## config.mk

```make
export PLATFORM = sky130hd
export DESIGN_NAME = i2s_rx_deserializer
export DESIGN_NICKNAME = d
export VERILOG_FILES = /design/src/rtl/i2s_rx_deserializer.sv
export SDC_FILE = /design/constraint.sdc
export NUM_CORES = 1
export LEC_CHECK = 0
export CAP_MARGIN = 20
export CORE_MARGIN = 3
export CORE_UTILIZATION = 50
export CTS_BUF_LIST = sky130_fd_sc_hd__clkbuf_4 sky130_fd_sc_hd__clkbuf_8
export DETAILED_ROUTE_END_ITERATION = 8
export GPL_ROUTABILITY_DRIVEN = 0
export GPL_TIMING_DRIVEN = 0
export PLACE_DENSITY = 0.74
export SKIP_LAST_GASP = 1
export SLEW_MARGIN = 20
export SYNTH_ARGS = -nofsm -noshare
export SYNTH_HDL_FRONTEND = slang
export SYNTH_SLANG_ARGS = --single-unit
export TNS_END_PERCENT = 10
```

## constraint.sdc

```tcl
create_clock -name CLOCK_50 -period 2.1 [get_ports CLOCK_50]
set_clock_uncertainty 0.1 [all_clocks]
set_input_delay 0.63 -clock CLOCK_50 [delete_from_list [all_inputs] [get_ports CLOCK_50]]
set_output_delay 0.63 -clock CLOCK_50 [all_outputs]
set_load 0.02 [all_outputs]
```

## src/rtl/i2s_rx_deserializer.sv

```systemverilog
// i2s_rx_deserializer
//
// Oversamples an asynchronous I2S stream (BCLK, LRCK, SDATA) in the CLOCK_50
// domain and turns each complete stereo frame into a pair of parallel signed
// words. A one-cycle sample_valid strobe marks the cycle in which both
// sample outputs change together.
//
// Parameters:
//   SAMPLE_WIDTH  bits kept per channel slot, MSB first
//   SYNC_STAGES   synchronizer depth on each I2S input (2 or more)
//
// Ports:
//   CLOCK_50              in   system clock
//   RESET                 in   synchronous, active-high reset
//   i2s_bit_clock         in   asynchronous BCLK
//   i2s_left_right_select in   asynchronous LRCK (0 = left, 1 = right)
//   i2s_sound_data        in   asynchronous serial data
//   sample_left           out  last complete left word
//   sample_right          out  last complete right word
//   sample_valid          out  one-cycle pulse, both words updated
//   frame_error           out  sticky short-slot flag
//
// Optional feature: define I2S_RX_FRAME_CHECK_EN to enable the sticky
// short-slot detector on frame_error; otherwise frame_error is tied low.
module i2s_rx_deserializer #(
  parameter int SAMPLE_WIDTH = 16,
  parameter int SYNC_STAGES  = 2
) (
  input  logic                    CLOCK_50,
  input  logic                    RESET,
  input  logic                    i2s_bit_clock,
  input  logic                    i2s_left_right_select,
  input  logic                    i2s_sound_data,
  output logic [SAMPLE_WIDTH-1:0] sample_left,
  output logic [SAMPLE_WIDTH-1:0] sample_right,
  output logic                    sample_valid,
  output logic                    frame_error
);

  localparam int            CW   = $clog2(SAMPLE_WIDTH + 1);
  localparam logic [CW-1:0] FULL = CW'(SAMPLE_WIDTH);

  typedef enum logic {
    ALIGN,
    CAPTURE
  } state_t;

  logic [SYNC_STAGES-1:0]  bclk_sync_q;
  logic [SYNC_STAGES-1:0]  lrck_sync_q;
  logic [SYNC_STAGES-1:0]  data_sync_q;
  logic                    bclk_prev_q;
  logic                    rise_q;
  logic                    lrck_q;
  logic                    data_q;

  state_t                  state_q;
  logic [CW-1:0]           cnt_q;
  logic [CW-1:0]           cnt_d;
  logic [SAMPLE_WIDTH-1:0] sh_q;
  logic [SAMPLE_WIDTH-1:0] sh_d;
  logic [SAMPLE_WIDTH-1:0] staging_q;
  logic                    lrck_last_q;
  logic                    lrck_seen_q;
  logic                    left_ok_q;
  logic [SAMPLE_WIDTH-1:0] sample_left_q;
  logic [SAMPLE_WIDTH-1:0] sample_right_q;
  logic                    sample_valid_q;

  logic                    boundary;
  logic                    slot_full;

  // Plain shift-register synchronizers, one per asynchronous input.
  always_ff @(posedge CLOCK_50) begin
    if (RESET) begin
      bclk_sync_q <= '0;
      lrck_sync_q <= '0;
      data_sync_q <= '0;
    end else begin
      bclk_sync_q <= {bclk_sync_q[SYNC_STAGES-2:0], i2s_bit_clock};
      lrck_sync_q <= {lrck_sync_q[SYNC_STAGES-2:0], i2s_left_right_select};
      data_sync_q <= {data_sync_q[SYNC_STAGES-2:0], i2s_sound_data};
    end
  end

  // BCLK rising-edge detect. The edge flag is registered together with the
  // LRCK and data bits seen at that edge, so the capture logic below works
  // from one consistent snapshot.
  always_ff @(posedge CLOCK_50) begin
    if (RESET) begin
      bclk_prev_q <= 1'b0;
      rise_q      <= 1'b0;
      lrck_q      <= 1'b0;
      data_q      <= 1'b0;
    end else begin
      bclk_prev_q <= bclk_sync_q[SYNC_STAGES-1];
      rise_q      <= bclk_sync_q[SYNC_STAGES-1] & ~bclk_prev_q;
      lrck_q      <= lrck_sync_q[SYNC_STAGES-1];
      data_q      <= data_sync_q[SYNC_STAGES-1];
    end
  end

  // Post-shift view of the slot. A saturated counter means the slot is
  // longer than the word, so further bits are ignored.
  always_comb begin
    sh_d  = sh_q;
    cnt_d = cnt_q;
    if (cnt_q < FULL) begin
      sh_d  = {sh_q[SAMPLE_WIDTH-2:0], data_q};
      cnt_d = cnt_q + CW'(1);
    end
  end

  // The very first edge after reset has no earlier LRCK to compare against,
  // so it only records the channel and is never treated as a boundary.
  assign boundary  = lrck_seen_q && (lrck_q != lrck_last_q);
  assign slot_full = (cnt_d == FULL);

  // Slot capture state machine. On a boundary the bit just shifted in is the
  // LSB of the slot that is ending; lrck_last_q still names that slot's
  // channel. Left words wait in staging until a matching right word arrives.
  always_ff @(posedge CLOCK_50) begin
    if (RESET) begin
      state_q        <= ALIGN;
      cnt_q          <= '0;
      sh_q           <= '0;
      staging_q      <= '0;
      lrck_last_q    <= 1'b0;
      lrck_seen_q    <= 1'b0;
      left_ok_q      <= 1'b0;
      sample_left_q  <= '0;
      sample_right_q <= '0;
      sample_valid_q <= 1'b0;
    end else begin
      sample_valid_q <= 1'b0;
      if (rise_q) begin
        lrck_last_q <= lrck_q;
        lrck_seen_q <= 1'b1;
        case (state_q)
          ALIGN: begin
            if (boundary) begin
              state_q <= CAPTURE;
              cnt_q   <= '0;
            end
          end
          CAPTURE: begin
            if (!boundary) begin
              sh_q  <= sh_d;
              cnt_q <= cnt_d;
            end else begin
              cnt_q <= '0;
              if (slot_full) begin
                if (!lrck_last_q) begin
                  staging_q <= sh_d;
                  left_ok_q <= 1'b1;
                end else if (left_ok_q) begin
                  sample_left_q  <= staging_q;
                  sample_right_q <= sh_d;
                  sample_valid_q <= 1'b1;
                  left_ok_q      <= 1'b0;
                end
              end else if (!lrck_last_q) begin
                // A short left slot invalidates the frame it belongs to.
                left_ok_q <= 1'b0;
              end
            end
          end
          default: state_q <= ALIGN;
        endcase
      end
    end
  end

  assign sample_left  = sample_left_q;
  assign sample_right = sample_right_q;
  assign sample_valid = sample_valid_q;

`ifdef I2S_RX_FRAME_CHECK_EN
  logic frame_error_q;

  // Sticky flag: any slot that ends before a full word was collected.
  always_ff @(posedge CLOCK_50) begin
    if (RESET) begin
      frame_error_q <= 1'b0;
    end else if (rise_q && (state_q == CAPTURE) && boundary && !slot_full) begin
      frame_error_q <= 1'b1;
    end
  end

  assign frame_error = frame_error_q;
`else
  assign frame_error = 1'b0;
`endif

endmodule

```

==> metrics.txt <==
clock share of power=0.379; Hold Crit Class=reg2reg; n_diodes=0; first-pass GRT wire length=10.9 mm; top_reg_cell synth=dfxtp_1; worst setup margin=-0.0178 ns; Sw Pwr=593 uW; GR Util met3=0.0369; share of power burned in combinational logic=0.024; final hold viol count=0; Fillers=564; Register-to-Register Path Depth=6; pre-CTS WS=-0.264 ns; Clock Sinks=84; Slew Limit Fails=0; Internal=2.09 mW; number of synthesized flops with an enable pin=0; register bit total from synthesis=84; most common cell in the netlist=dfxtp_1; WL final=6.59 mm; CTS tree=done; max cap viols=0; DP Wirelength=4.73 mm; placed insts=between 400 and 500; cells along the critical path=ha_4 -> nand3b_1 -> o32a_1 -> or4_4 -> buf_12 -> mux2i_1; GR peak layer=met2; final cycle utilization of the critical path=1.01; # hold bufs at CTS=0; final setup violation count=10; Switching Share=0.221; H-tree depth=3; highest-delay cell along the critical path=or4_4; Post-synth top cells=dfxtp_1 (84), mux2i_1 (65), nand2b_1 (49); Synthesis Warnings=0; clock latency on the worst-skew pair=about 0.34 ns; DR WL/cell=13.3 um; Cells on Worst Hold Path=1; syn nets=357; FF-to-FF setup slack=-0.02 ns; root buf cell=clkbuf_8; Hold Path End=rise_q; placed cell areas=3960 um2; setup TNS=-0.0555 ns; leakage=around 1.7 nW; register share of total power=0.596; synth top area cells=dfxtp_1 (48%), mux2i_1 (19%), nand2b_1 (8.8%), nand2_1 (3.8%), a21oi_1 (3.6%); Synth Instances=351; unrepaired setup endpoints after global routing=yes; grt ovf=0; Fmax=472 MHz; leading area contributor after synthesis=dfxtp_1; GRT Overall Usage=0.179; Die Span Y=slightly below 90 um; DRC Markers=0; Buf/Inv on CP=1; I/O pin cnt=39; worst slew pin tran=0.557 ns; largest net degree at the start of global routing=14; Num CTS Buffers=9; CP required=2.24 ns; DRT iter0 DRCs=70; layout cells sized above 1=0.136; hold_sp=bclk_prev_q; post-synth top area share=0.482; core box area=6570 um2; WS Path Type=reg2reg; Final Non-Filler Cells=496; Netlist cell types=39; std cell rows=29; layout net count=404; peak per-stage delay on the critical path=about 0.60 ns; status=finished with violations; ANT nets after route=0; vias in the first global route=2352; DR vias/cell=between 5 and 6; synth-to-layout area growth=20.4%; CP top delay family=simple AND/OR/NAND/NOR gates; CP Launch Type=register; die width=between 80 and 90 um; worst r2r src=cnt_q[0]; Mapped Avg Cell Area=9.93 um2; port bufs=36; Vias=between 2000 and 2500; Worst VDD drop=0.405 mV; power density over the cells=640 nW/um2; met1 Use GR=0.239; met2 track demand over resource=0.279; design area=4200 um2; critical path arrival=2.25 ns; Seq/Total Area, Yosys=0.482; Pre-Repair DR Iteration Count=4; violated checks=setup timing; Max-slew headroom=0.627; CTS clk-pin slew, worst paths=0.08 ns; post-route minimum period=2.12 ns; asr flop ratio synth=0; final hold slack=about 0.29 ns; synthesized area=around 3500 um2; Initial Util=0.531; endpoint of the worst register-to-register path=staging_q[6]; CTS max path bufs=2; critical path endpoint category=register; die area=8010 um2; initial antenna violation count=0; crit-path max FO=10
==> worst reg2reg max path, cell delays in order (launching register included) <==
cell and delay, ns:
dfxtp_4 0.39, ha_4 0.16, nand3b_1 0.12, o32a_1 0.32
or4_4 0.60, buf_12 0.20, mux2i_1 0.12
==> power groups by stage <==
stage,Clock (mW),Sequential (mW),Combinational (mW)
finish,1.02,1.60,0.0657
detailed placement,0,1.64,0.0672
floorplan,0,1.64,0.0464
global placement,0,1.64,0.0666
global route,1.10,1.60,0.0721
CTS,1.04,1.60,0.0680
==> registers in the layout (all words and copies together), names as in the netlist, 2 cells and up <==
register	flops
data_sync_q	2
lrck_sync_q	2
sample_right	16
sample_left	16
bclk_sync_q	2
staging_q	16
cnt_q	5
sh_q	16
==> routing by layer <==
| metal | up-vias | share of wire |
|---|---|---|
| met5 | - | 0 |
| met4 | 0 | 0.017 |
| met3 | 12 | 0.037 |
| met2 | 45 | 0.44 |
| met1 | 1165 | 0.50 |
| li1 | 1275 | - |
==> metrics by stage <==
stage | utilization | total power, mW
2_1_floorplan | - | 1.69
3_3_place_gp | 0.604 | 1.71
3_5_place_dp | 0.604 | 1.71
4_1_cts | 0.632 | 2.71
5_1_grt | 0.639 | 2.78
6_report | 0.639 | 2.69
==> cell usage in the layout (no fill, tap or decap), types with 2 or more instances in the layout <==
cell type,instances
clkbuf_1,11
a22oi_1,2
dfxtp_1,82
nor2b_1,12
clkinv_2,4
nor2_1,3
clkdlybuf4s50_1,36
a21oi_1,25
buf_2,6
and3_1,2
or2_2,17
inv_1,3
buf_4,3
nand3b_1,2
nand2_1,35
o21ai_0,5
dfxtp_4,2
clkbuf_8,10
mux2i_1,65
nand2b_1,49
nand3_1,3
nor3b_1,2
==> cell families (layout without fill, tap and decap cells) <==
family,after synthesis,after routing,synth area share
AO/OA/AOI/OAI,41,41,0.0700
XOR/XNOR,2,2,0.00718
adder cells (fa/ha/maj),1,1,0.00359
buffers and inverters,25,77,0.0370
flip-flops,84,84,0.482
multiplexers,65,65,0.187
other,1,1,0.00108
AND/OR/NAND/NOR,132,132,0.212
==> worst max path at each step <==
stage,start,cells after the start,slack [ns],to
final,cnt_q[0],6,-0.02,staging_q[6]
after detailed placement,lrck_last_q,5,-0.26,sh_q[7]
after floorplan,cnt_q[0],7,0.02,staging_q[10]
after global placement,lrck_last_q,5,-0.25,sh_q[8]
after CTS,cnt_q[0],6,-0.25,sample_right[9]
after global routing,lrck_last_q,5,-0.1,staging_q[15]
==> what timing repair did <==
action / in CTS / in global routing
gates resized for setup: 1 / 12
pin swaps: 0 / 1
endpoints found under the hold margin: 0 / 0
setup endpoints to repair: 63 / 59
buffers inserted: 0 / 2
==> layout make-up <==
type	count	area (um2)	area share
Sequential cell	84	1690	0.402
Buffer	20	104	0.0247
Clock inverter	5	27.5	0.00656
Tap cell	93	116	0.0277
Inverter	3	11.3	0.00268
Timing Repair Buffer	38	375	0.0894
Clock buffer	11	145	0.0346
Multi-Input combinational cell	242	1730	0.412
No activity file was read; power rests on OpenSTA's default activity.
==> RTL change, RTL diff (config.mk and constraints unchanged) <==
Set the parameter `SAMPLE_WIDTH` to 32 (it was 16).
--- a/src/rtl/i2s_rx_deserializer.sv
+++ b/src/rtl/i2s_rx_deserializer.sv
@@ -25,3 +25,3 @@
 module i2s_rx_deserializer #(
-  parameter int SAMPLE_WIDTH = 16,
+  parameter int SAMPLE_WIDTH = 32,
   parameter int SYNC_STAGES  = 2
Interface: changed (resized sample_left and sample_right); port bits go from 39 to 71. The function was not compared with the original's and may differ.
==> RTL change against the unedited design <==
  * The flow still finishes with violations (setup timing)
  * Critical path depth is 1 higher
  * Design area increased by 78%
  * Synthesized area increased by 71%
  * Core utilization up 0.71 points
  * Sequential cell count increased by 65
  * Count of clock-buffer cells in the layout increased by 11
  * Non-clock buffer count grew 80
  * Worst setup slack worse by 58 ps
  * Sequential share of layout area fell by 0.16 points
  * Routed wire length rose by 120%
  * Power rose by 86%
  * Critical endpoint is now staging_q[15]
  * Largest cell class is now registers
  * Highest routed layer unchanged
==> RTL change: results <==
group,metric,value,unit
finish,fillers,971,
clock_network,cts_setup_buffers,5,
routing,vias,5070,
finish,multi_input_area,2840,um2
critical_path,critPathCapture,"staging_q[15]",
critical_path,worstPathArrival,2460,ps
yosys,synth_compound_area_share,14.7,%
outcome,outcome,"finished with violations",
critical_path,crit_start,"cnt_q[1]",
yosys,synth_area_leaders,"dfxtp_1 (50%), nand2_1 (8.4%), nor4_1 (6.7%)",
finish,drive_gt1_share,21.7,%
clock_network,cts_resized,33,
timing,setup_viol,111,
finish,clockBufferCount,22,
outcome,violations,"setup timing",
yosys,synth-xor-area-share,0.419,%
routing,route.met2.wl,7.07,mm
finish,largest_cell_class,"registers",
finish,layout.nets,733,
power_and_ir_drop,clock_power,2.07,mW
clock_network,htree_levels,4,
finish,seq-cell-share,40.1,%
place,dp_hpwl,10.1,mm
routing,wl_per_cell,16.3,um
timing,timing.final.ws_setup,-76.1,ps
critical_path,slowest_delay,550,ps
grt,grt_util_all_layers,22.1,%
power_and_ir_drop,p_per_area,669,nW/um2
finish,multi_input_area_share,38.0,%
finish,n_all_buffers,138,
grt,grt_pass1_vias,4853,
finish,multi_input_cells,417,
grt,grt_use_met3,5.00,%
power_and_ir_drop,peakVddDrop,0.865,mV
RTL change: changes by cell type after synthesis, sizes merged, moves of 38 or more:
cell | unedited run | this run
dfxtp | 84 | 149
a31o | 1 | 64
nand2b | 50 | 0
nand2 | 35 | 134
nor4 | 0 | 64
clkbuf | 13 | 51
RTL change: stage by stage:
stage,setup TNS (ps),std cells,hold WS [ps]
floorplan,0,636,267
global placement,-33910,847,271
detailed placement,-38470,847,284
CTS,-7830,883,295
global route,-11290,882,309
finish,-3280,882,283
RTL change: cells by family after synthesis:
logic type | after synthesis
and+or+nand+nor | 229
DFF | 149
AOI/OAI and AO/OA | 119
buffers and inverters | 70
muxes | 65
xor gates and xnor gates | 2
adders and majority gates | 1
other | 1
RTL change: worst register-to-register path, delay by kind of cell (launching register included):
kind                     cells  cell delay [ps]
buffers and inverters        2              370
AO/OA/AOI/OAI                1              240
flip-flops                   1              370
adder cells (fa/ha/maj)      1              160
AND/OR/NAND/NOR              2              690
multiplexers                 1              180
